===== src/rtl/uart_byte_sender.sv =====
// Byte-change UART transmitter: serializes each new value seen on data, 8N1, LSB first.
// Define UART_PARITY_EN to insert an even-parity bit between the data bits and the stop bit.
module uart_byte_sender #(
    parameter int unsigned BAUD_DIV = 104,
    parameter int unsigned CW       = 16
) (
    input  logic       clk,
    input  logic       rst,
    input  logic [7:0] data,
    output logic       tx,
    output logic       busy,
    output logic       pend
);

    localparam int unsigned BW      = 8;
    localparam logic [CW-1:0] CNT_MAX = CW'(BAUD_DIV - 1);

`ifdef UART_PARITY_EN
    typedef enum logic [2:0] {IDLE, START, DATA, PARITY, STOP} state_t;
`else
    typedef enum logic [2:0] {IDLE, START, DATA, STOP} state_t;
`endif

    state_t          state_q, state_d;
    logic [CW-1:0]   cnt_q, cnt_d;
    logic [2:0]      idx_q, idx_d;
    logic [BW-1:0]   shift_q, shift_d;
    logic [BW-1:0]   prev_q, prev_d;
    logic [BW-1:0]   pbyte_q, pbyte_d;
    logic            pend_d, tx_d, busy_d;
    logic            tick, load;
`ifdef UART_PARITY_EN
    logic            par_q, par_d;
`endif

    assign tick = (cnt_q == CNT_MAX);

    // State and datapath registers
    always_ff @(posedge clk) begin
        if (rst) begin
            state_q <= IDLE;
            cnt_q   <= '0;
            idx_q   <= '0;
            shift_q <= '0;
            prev_q  <= '0;
            pbyte_q <= '0;
            pend    <= 1'b0;
            tx      <= 1'b1;
            busy    <= 1'b0;
`ifdef UART_PARITY_EN
            par_q   <= 1'b0;
`endif
        end else begin
            state_q <= state_d;
            cnt_q   <= cnt_d;
            idx_q   <= idx_d;
            shift_q <= shift_d;
            prev_q  <= prev_d;
            pbyte_q <= pbyte_d;
            pend    <= pend_d;
            tx      <= tx_d;
            busy    <= busy_d;
`ifdef UART_PARITY_EN
            par_q   <= par_d;
`endif
        end
    end

    // Next-state, baud timing, change detect and line level
    always_comb begin
        state_d = state_q;
        cnt_d   = cnt_q;
        idx_d   = idx_q;
        shift_d = shift_q;
        prev_d  = prev_q;
        pbyte_d = pbyte_q;
        pend_d  = pend;
        busy_d  = busy;
        tx_d    = 1'b1;
        load    = 1'b0;
`ifdef UART_PARITY_EN
        par_d   = par_q;
`endif

        if (state_q != IDLE) begin
            cnt_d = tick ? '0 : cnt_q + CW'(1);
        end

        case (state_q)
            IDLE: begin
                load = pend;
            end
            START: begin
                if (tick) begin
                    state_d = DATA;
                    idx_d   = '0;
                end
            end
            DATA: begin
                if (tick) begin
                    shift_d = shift_q >> 1;
                    if (idx_q == 3'd7) begin
`ifdef UART_PARITY_EN
                        state_d = PARITY;
`else
                        state_d = STOP;
`endif
                    end else begin
                        idx_d = idx_q + 3'd1;
                    end
                end
            end
`ifdef UART_PARITY_EN
            PARITY: begin
                if (tick) begin
                    state_d = STOP;
                end
            end
`endif
            STOP: begin
                if (tick) begin
                    if (pend) begin
                        load = 1'b1;
                    end else begin
                        state_d = IDLE;
                        busy_d  = 1'b0;
                    end
                end
            end
            default: begin
                state_d = IDLE;
            end
        endcase

        if (load) begin
            shift_d = pbyte_q;
            pend_d  = 1'b0;
            state_d = START;
            busy_d  = 1'b1;
            cnt_d   = '0;
            idx_d   = '0;
`ifdef UART_PARITY_EN
            par_d   = ^pbyte_q;
`endif
        end

        // A change on the same edge as a load wins: the new byte stays pending
        if (data != prev_q) begin
            prev_d  = data;
            pbyte_d = data;
            pend_d  = 1'b1;
        end

        case (state_d)
            START:   tx_d = 1'b0;
            DATA:    tx_d = shift_d[0];
`ifdef UART_PARITY_EN
            PARITY:  tx_d = par_q;
`endif
            default: tx_d = 1'b1;
        endcase
`ifdef UART_PARITY_EN
        if (load && state_d == START) begin
            tx_d = 1'b0;
        end
`endif
    end

endmodule


===== config.mk =====
export PLATFORM = sky130hd
export DESIGN_NAME = uart_byte_sender
export DESIGN_NICKNAME = d
export VERILOG_FILES = /design/src/rtl/uart_byte_sender.sv
export SDC_FILE = /design/constraint.sdc
export NUM_CORES = 1
export LEC_CHECK = 0
export ABC_AREA = 1
export CAP_MARGIN = 15
export CORE_MARGIN = 5
export CORE_UTILIZATION = 45
export CTS_CLUSTER_DIAMETER = 100
export DETAILED_ROUTE_END_ITERATION = 8
export GPL_ROUTABILITY_DRIVEN = 0
export GPL_TIMING_DRIVEN = 0
export PLACE_DENSITY = 0.72
export SYNTH_ARGS = -nofsm -noshare
export SYNTH_HDL_FRONTEND = slang
export SYNTH_SLANG_ARGS = --single-unit

===== constraint.sdc =====
create_clock -name clk -period 3.2 [get_ports clk]
set_input_delay 0.64 -clock clk [delete_from_list [all_inputs] [get_ports clk]]
set_output_delay 0.64 -clock clk [all_outputs]
set_load 0.1 [all_outputs]

* Word-level counts from Yosys, hierarchy flattened
Cells that the tools add are included.
** Word-level totals
- Bits in latches :: 0
- Memories :: 0
- Bits in writable memories :: 0
- Bits in read-only memories :: 0
- Word-level logic and storage cells :: 59
- Input port bits :: 10
- Register bits :: 41
- Output and inout port bits :: 3
** Cells by class
- Shifts and indexed selects :: 0
- Bitwise logic cells :: 0
- Div/mod/pow operators :: 0
- Order comparisons :: 0
- Equality and inequality tests :: 12
- Reduce and logical (&&, ||, !) cells :: 11
- Multipliers :: 0
- $add $sub $neg :: 2
- Muxes and demuxes :: 25
** Operators by type and width (count)
- $mux 3 :: 9
- $mux 8 :: 3
- $add 16x1->16 const B :: 1
- $eq 16x7->1 const B :: 1
- $mux 16 :: 1
- $pmux 3 s4 :: 1
- $reduce_bool 2->1 :: 5
- $eq 3x2->1 const B :: 3
- $mux 1 :: 8
- $ne 8x8->1 :: 1
- $eq 3x1->1 const B :: 2
- $ne 2x2->1 const B :: 3
- $pmux 3 s2 :: 1
- $pmux 1 s2 :: 2
- $reduce_and 4->1 :: 1
- $add 3x1->3 const B :: 1
- $eq 3x3->1 const B :: 1
- $logic_not 3->1 :: 1
- $reduce_and 3->1 :: 1
- $reduce_bool 3->1 :: 1
- $ne 2x1->1 const B :: 1
- $reduce_and 2->1 :: 1
- $reduce_or 2->1 :: 1

* Longest topological paths before layout
- Word-level depth :: 7
- Gate-level depth with buffers :: 13
- Gate-level depth less buffers :: 13

* Worst setup path after synthesis
No wires, ideal clock.
- Kind :: register -> register
- From :: reg pend
- To :: reg state_q[1]
- Arrival time :: 1706 ps
- Setup slack :: 1372 ps
- Clock period less this slack :: 1828 ps
- Stages on the path, launching flop included :: 7
- Buffers on the path :: 1
- Data required time :: 3078 ps
- Library setup time :: 122 ps
- Path through :: dfxtp_1 nand4_1 nand2_2 nor2_2 inv_2 buf_6 a21oi_1
** On the way
- Cells in the longest elaborated chain, start to end :: 4
- Elaborated cells between the ends (all ways) :: 7
- Those cells by class :: mux (7)
** Ends and longest elaborated chain
- start: declaration :: line 12 : output logic pend
- start signal: assignment :: line 60 : pend <= pend_d;
- $mux 3 / $mux 1 (equally long branches) :: line 122 : if (pend) begin
- $mux 3 / $mux 1 (equally long branches) :: line 121 : if (tick) begin
- $pmux 3 s4 / $pmux 1 s2 (equally long branches) :: line 89 : case (state_q)
- $mux 3 (*) :: line 135 : if (load) begin
- end signal: assignment :: line 54 : state_q <= state_d;
- end: declaration :: line 24 : state_t state_q, state_d;
Mark *: on every way between the ends. The rest lies on a longest branch, timed or not.
A chain may end at the register's enable or synchronous reset.

* Worst setup path in the final report
- From :: reg pend
- To :: out pend
No word-level cell between the ends.

==> impl_metrics.sql <==
INSERT INTO impl_metrics (metric_group, metric, value, unit) VALUES
('route', 'route.detailed.vias_per_inst', '5.06', ''),
('power_and_ir_drop', 'power-per-cell-area', '428', 'nW/um^2'),
('timing', 'finalMaxSlewViolations', '0', ''),
('global_routing', 'grt_first_pass_wirelength', '7.90', 'mm'),
('power_and_ir_drop', 'pwr-share-comb', '9.3', '%'),
('worst_setup_path', 'timing.critical_path.from_type', 'flip-flop', ''),
('power_and_ir_drop', 'vdd.ir_drop.worst', '263', 'uV'),
('worst_setup_path', 'cp.arrival', '1920', 'ps'),
('layout', 'antennaDiodeCount', '0', ''),
('floorplanning', 'floorplan.io_pins', '13', ''),
('power_and_ir_drop', 'sw_frac_of_total', '24.1', '%'),
('route', 'dr.first_iter.drc_count', '100', ''),
('layout', 'num-nets-final', '337', ''),
('floorplanning', 'floorplan.die.width', '78.8', 'um'),
('floorplanning', 'fp.dieArea', '6210', 'sq um'),
('placed_design', 'port_buffers', '12', ''),
('power_and_ir_drop', 'internal-power', '0.788', 'mW'),
('clock_tree', 'ctsHoldBuffers', '0', ''),
('yosys', 'post_synth.cell_area_avg', '6.99', 'sq um'),
('yosys', 'synth_edf_count', '0', ''),
('timing', 'timing.hold.ws', '472', 'ps'),
('layout', 'syn2layout_area_growth', '13.7', '%'),
('worst_setup_path', 'sum_of_buffers_and_inverters_on_the_critical_path', '1', ''),
('global_routing', 'grt_max_degree', '13', ''),
('clock_tree', 'clockBufferDepth', '2', ''),
('timing', 'sum_of_negative_setup_slack', '0', 'ps'),
('clock_tree', 'cts_num_sinks', '41', ''),
('floorplanning', 'die_height', '78.8', 'um'),
('yosys', 'yosysTopAreaCell', 'dfxtp_1', ''),
('hold_path', 'hold_depth', '2', ''),
('timing', 'timing.max_slew.rel_slack', '34.2', '%'),
('clock_tree', 'numCtsBuffers', '5', ''),
('power_and_ir_drop', 'power.clock.fraction', '39.3', '%'),
('power_and_ir_drop', 'sequentialPowerShare', '51.5', '%'),
('yosys', 'synth.net_count', '318', ''),
('clock_tree', 'cts_repair_resize_count', '0', ''),
('timing', 'hold_viol', '0', ''),
('placed_design', 'hpwl', '3.30', 'mm'),
('timing', 'layout_min_cycle_time', '2560', 'ps'),
('layout', 'multi_input_comb_area', '1140', 'sq um'),
('timing', 'worst_clock_skew', '2.94', 'ps'),
('yosys', 'synth-main-ff-cell', 'dfxtp_1', ''),
('clock_tree', 'cts_tree', 'done', ''),
('floorplanning', 'std_cell_rows', '25', ''),
('yosys', 'synth_most_common_cell', 'nand2_1', ''),
('worst_setup_path', 'critical_path_cell_count', '1', ''),
('worst_setup_path', 'timing.critical_path.max_delay_family', 'buffers and inverters', ''),
('timing', 'worst_slew_pin_slew', '984', 'ps'),
('yosys', 'synth_seq_cells', '41', ''),
('timing', 'setup_viol', '0', ''),
('yosys', 'synth.top_cell.area_share', '38.5', '%'),
('timing', 'rsz0062_at_grt', 'false', ''),
('worst_setup_path', 'required', '2560', 'ps'),
('global_routing', 'first_global_vias', '1870', ''),
('yosys', 'syn-instance-count', '305', ''),
('worst_setup_path', 'worst_r2r_path_depth', '12', ''),
('global_routing', 'antenna_found_initial', '0', ''),
('yosys', 'synth_cell_types', '34', ''),
('worst_setup_path', 'path_cells', 'clkdlybuf4s50_1', ''),
('power_and_ir_drop', 'netSwitchingPower', '0.250', 'mW'),
('clock_tree', 'cts-root-buf', 'clkbuf_8', ''),
('route', 'post_drt_wl_per_cell', '11.6', 'um'),
('yosys', 'synth_commonest_cells', 'nand2_1 (61), dfxtp_1 (41), nor2_1 (41)', ''),
('yosys', 'async_flop_share', '0', '%'),
('worst_setup_path', 'critical-path-slowest-cell', 'clkdlybuf4s50_1', ''),
('status', 'run_status', 'complete, no violations', ''),
('worst_setup_path', 'end_kind', 'output port', ''),
('hold_path', 'hold_class', 'reg2reg', ''),
('global_routing', 'groute.usage.overall', '15.9', '%'),
('clock_tree', 'clk_pin_slew_worst_paths', '70', 'ps'),
('yosys', 'yosysSeqAreaShare', '38.5', '%');
==> power groups by stage <==
stage / clock, mW / combinational [mW] / sequential, mW
global placement: 0 / 0.0962 / 0.546
CTS: 0.414 / 0.0972 / 0.534
global route: 0.437 / 0.107 / 0.536
floorplan: 0 / 0.0509 / 0.561
finish: 0.407 / 0.0961 / 0.534
detailed placement: 0 / 0.0969 / 0.546
==> final timing paths <==
kind	from	endpoint	slack, ps
setup / recovery	pend	pend	640
hold / removal	busy	busy	470
setup reg to reg	cnt_q[0]	tx	1420
hold reg to reg	busy	busy	470
==> through the flow <==
stage	worst slack (ps)	cell area, sq um	power (mW)	cells	utilization [%]
detailed placement	972	2320	0.643	371	49.8
global route	604	2420	1.08	378	52.0
CTS	633	2420	1.04	378	52.0
global placement	975	2320	0.642	371	49.8
floorplan	1370	2130	0.612	305	-
finish	643	2420	1.04	378	52.0
==> placed cells by master, fill, tap and decap left out, types with 2 or more instances in the layout <==
cell type / instances
a31oi_1: 6
inv_2: 4
o21ai_1: 2
a21oi_1: 18
nor2_2: 3
clkbuf_1: 2
nand2_2: 3
clkbuf_8: 5
nor3_1: 13
clkdlybuf4s50_1: 12
xor2_1: 2
xnor2_1: 4
nand3_1: 32
or2_2: 6
nor3b_1: 2
nand2_4: 2
nand4_1: 13
ha_1: 3
nand2_1: 61
buf_6: 2
inv_1: 28
nor3_2: 4
nor2_1: 41
clkinv_2: 2
nand3_2: 2
dfxtp_1: 41
==> registers in the layout, indices dropped and copies added (netlist names) <==
signal	flops
shift_q	8
pbyte_q	8
state_q	3
pend	1
cnt_q	16
busy	1
tx	1
idx_q	3
==> per-layer routing <==
layer / track usage (%) / wire [um] / vias up
met5: 0 / 0 / -
li1: - / - / 1033
met2: 26.0 / 2040 / 35
met3: 3.63 / 213 / 9
met1: 19.6 / 2040 / 835
met4: 7.73 / 86 / 0
==> logic make-up after synthesis <==
| logic type | after synthesis | share of synthesized area, % |
|---|---|---|
| other | 1 | 0.176 |
| adders and majority gates | 3 | 1.76 |
| and+or+nand+nor | 185 | 41.9 |
| AOI/OAI and AO/OA | 28 | 7.04 |
| xor gates and xnor gates | 6 | 2.46 |
| DFF | 41 | 38.5 |
| buffers and inverters | 41 | 8.16 |
==> cell type report <==
class                   instances  area share (%)
multi-input cells             223            46.9
flip-flops and latches         41            33.9
inverters                      35            5.58
repair buffers                 12            4.96
clock buffers                   5            2.84
well taps                      54            2.79
plain buffers                   6            1.60
clock inverters                 2            1.45
Note: power is estimated with default switching activity, not from simulation.
==> RTL change: new RTL, same flow settings <==
The 4 states of `state_t` get a one-hot encoding in 4 bits.
--- a/src/rtl/uart_byte_sender.sv
+++ b/src/rtl/uart_byte_sender.sv
@@ -18,7 +18,7 @@
 `ifdef UART_PARITY_EN
     typedef enum logic [2:0] {IDLE, START, DATA, PARITY, STOP} state_t;
 `else
-    typedef enum logic [2:0] {IDLE, START, DATA, STOP} state_t;
+    typedef enum logic [3:0] {IDLE = 4'b0001, START = 4'b0010, DATA = 4'b0100, STOP = 4'b1000} state_t;
 `endif
 
     state_t          state_q, state_d;
Formal check against the unedited RTL: no difference found for any inputs over 10 cycles, from zero or initial values and one cycle with rst high; not proved beyond that.
==> RTL change against the original RTL <==
Synthesized area grew 2.9%. Cell area grew 2.7%. Sequential cell count grew 1. Register-to-register slack lost 0.02 ns. Maximum frequency shrank 0.34%. Worst setup slack lost 0.0086 ns. Power grew 5.5%. Critical path type unchanged. Cell count grew 8.7%. Largest cell class unchanged. Combinational power grew 85%. Routed wire length grew 5.2%.
==> RTL change: results (changes against the original RTL) <==
[outcome]
outcome = completed

[cells_and_area]
antenna_cells = 0  ; unchanged
layout.nets = 356  ; +5.6%
final_layout_size_suffix_gt1_share_pct = 8.140  ; -3.6 points
reg_top3 = cnt_q (16), pbyte_q (8), shift_q (8)
n_fill_cell = 461  ; +0.88%

[routing]
first_pass_iters = 4  ; unchanged
avgViaCountPerCell = 4.920  ; -2.7%
drt_iter0_drc = 141  ; +41%
totalWireLength_um = 4618  ; +5.2%

[synth]
synth_nets = 337  ; +6.0%
synth_seq_area_share_pct = 38.31  ; -0.19 points
ys_async_sr_fraction_pct = 0  ; unchanged
yosys_warnings = 0  ; unchanged
synth-main-ff-cell = dfxtp_1
synth_commonest_cells = 78 x nand2_1, 54 x nor2_1, 42 x dfxtp_1
ys_types = 27  ; -21%
synth.area.top_cells = dfxtp_1 38%, nand2_1 13%, nor2_1 9.2%
synthMostInstantiatedCell = nand2_1

[clock_tree]
post_cts_buffers = 0  ; unchanged
clock_latency_ns = 0.30  ; about the same
numCtsBuffers = 5  ; unchanged
htree_levels = 2  ; unchanged
cts_buffer_depth = 2  ; unchanged
root_buffer = clkbuf_8
cts_resized = 0  ; unchanged
clk_pin_slew_worst_paths_ns = 0.09  ; +0.02 ns

[worst_setup_path]
path_max_fanout = 4  ; -2
startpoint = pend$_SDFFE_PP0P_
cp.arrival_ns = 1.93
r2r-start = cnt_q[0]$_SDFFE_PP0P_
crit_family = buffers and inverters
reg2reg_slack_ns = 1.40  ; -0.02 ns
cpMaxStageDelayCell = clkdlybuf4s50_1
worst_path_largest_cell_delay_ns = 1.18  ; about the same

[hold_path]
min_from = busy$_SDFFE_PP0P_
min_path_type = flop to flop

[global_routing]
use_met1_pct = 21.79  ; +2.2 points
first_global_vias = 1831  ; -2.1%
grt.total_usage_pct = 16.19  ; +0.33 points
use_met3_pct = 3.612  ; -0.016 points
grt_use_met2_pct = 24.96  ; -1.0 points
grt_max_degree = 15  ; +2
overflow = 0  ; unchanged
antenna_found_initial = 0  ; unchanged
grt_pass1_wl_um = 8121  ; +2.8%

[power_and_ir_drop]
p_leak_nw = 1.058  ; +11%
ir_drop_mv = 0.2601  ; -1.2%

[placement]
place.port_buffers = 12  ; unchanged
hpwl_um = 3439  ; +4.3%
pre_cts_slack_ns = 0.9724  ; +0.0007860 ns

[timing]
fin_skew_ns = 0.002975  ; +0.00003739 ns
fmax_ghz = 0.3898  ; -0.34%
maxSlewHeadroom_pct = 34.90  ; +0.71 points

RTL change: path summary, 6_finish.rpt:
| kind | to | cells past startpoint |
|---|---|---|
| setup reg to reg | idx_q[1]$_SDFFE_PP0P_ | 9 |
| hold / removal | busy$_SDFFE_PP0P_ | 2 |
| setup / recovery | pend | 1 |
| hold reg to reg | busy$_SDFFE_PP0P_ | 2 |
RTL change: logic make-up after synthesis:
kind of cell | share of synthesized area (%)
compound gates | 4.675
simple gates | 43.44
buf+inv | 7.867
flops | 38.31
fa+ha+maj | 1.711
xor+xnor | 3.991
RTL change: metal layers:
metal | part of all wire, % | wire length, um
met2 | 43 | 2006
met3 | 5.6 | 258
met4 | 1.5 | 71
met1 | 49 | 2282
met5 | 0 | 0
RTL change: power by group:
part	switching, mW	internal (mW)	leakage [nW]
sequential	0.0161	0.549	0.344
combinational	0.115	0.0630	0.670
clock	0.198	0.153	0.0441
RTL change: final cells by class:
type                       count  area, um^2  share of cell area (%)
clock buffer                   5       68.82                   2.765
multi-input combinational    240        1181                   47.46
inverter                      36       135.1                   5.430
buffer                         6       37.54                   1.508
clock inverter                 3       21.27                  0.8547
tap                           67       83.83                   3.369
timing repair buffer          12       120.1                   4.827
sequential                    42       840.8                   33.79
RTL change: through the flow:
step           hold WS (ns)  cell area [um^2]  instances  util (%)  total power, mW
2_1_floorplan        0.4530              2195        324         -           0.7066
5_1_grt              0.5267              2489        411     52.69            1.150
4_1_cts              0.4723              2489        411     52.69            1.107
6_report             0.4717              2489        411     52.69            1.095
3_3_place_gp         0.4553              2399        403     50.78           0.7533
3_5_place_dp         0.4583              2399        403     50.78           0.7559
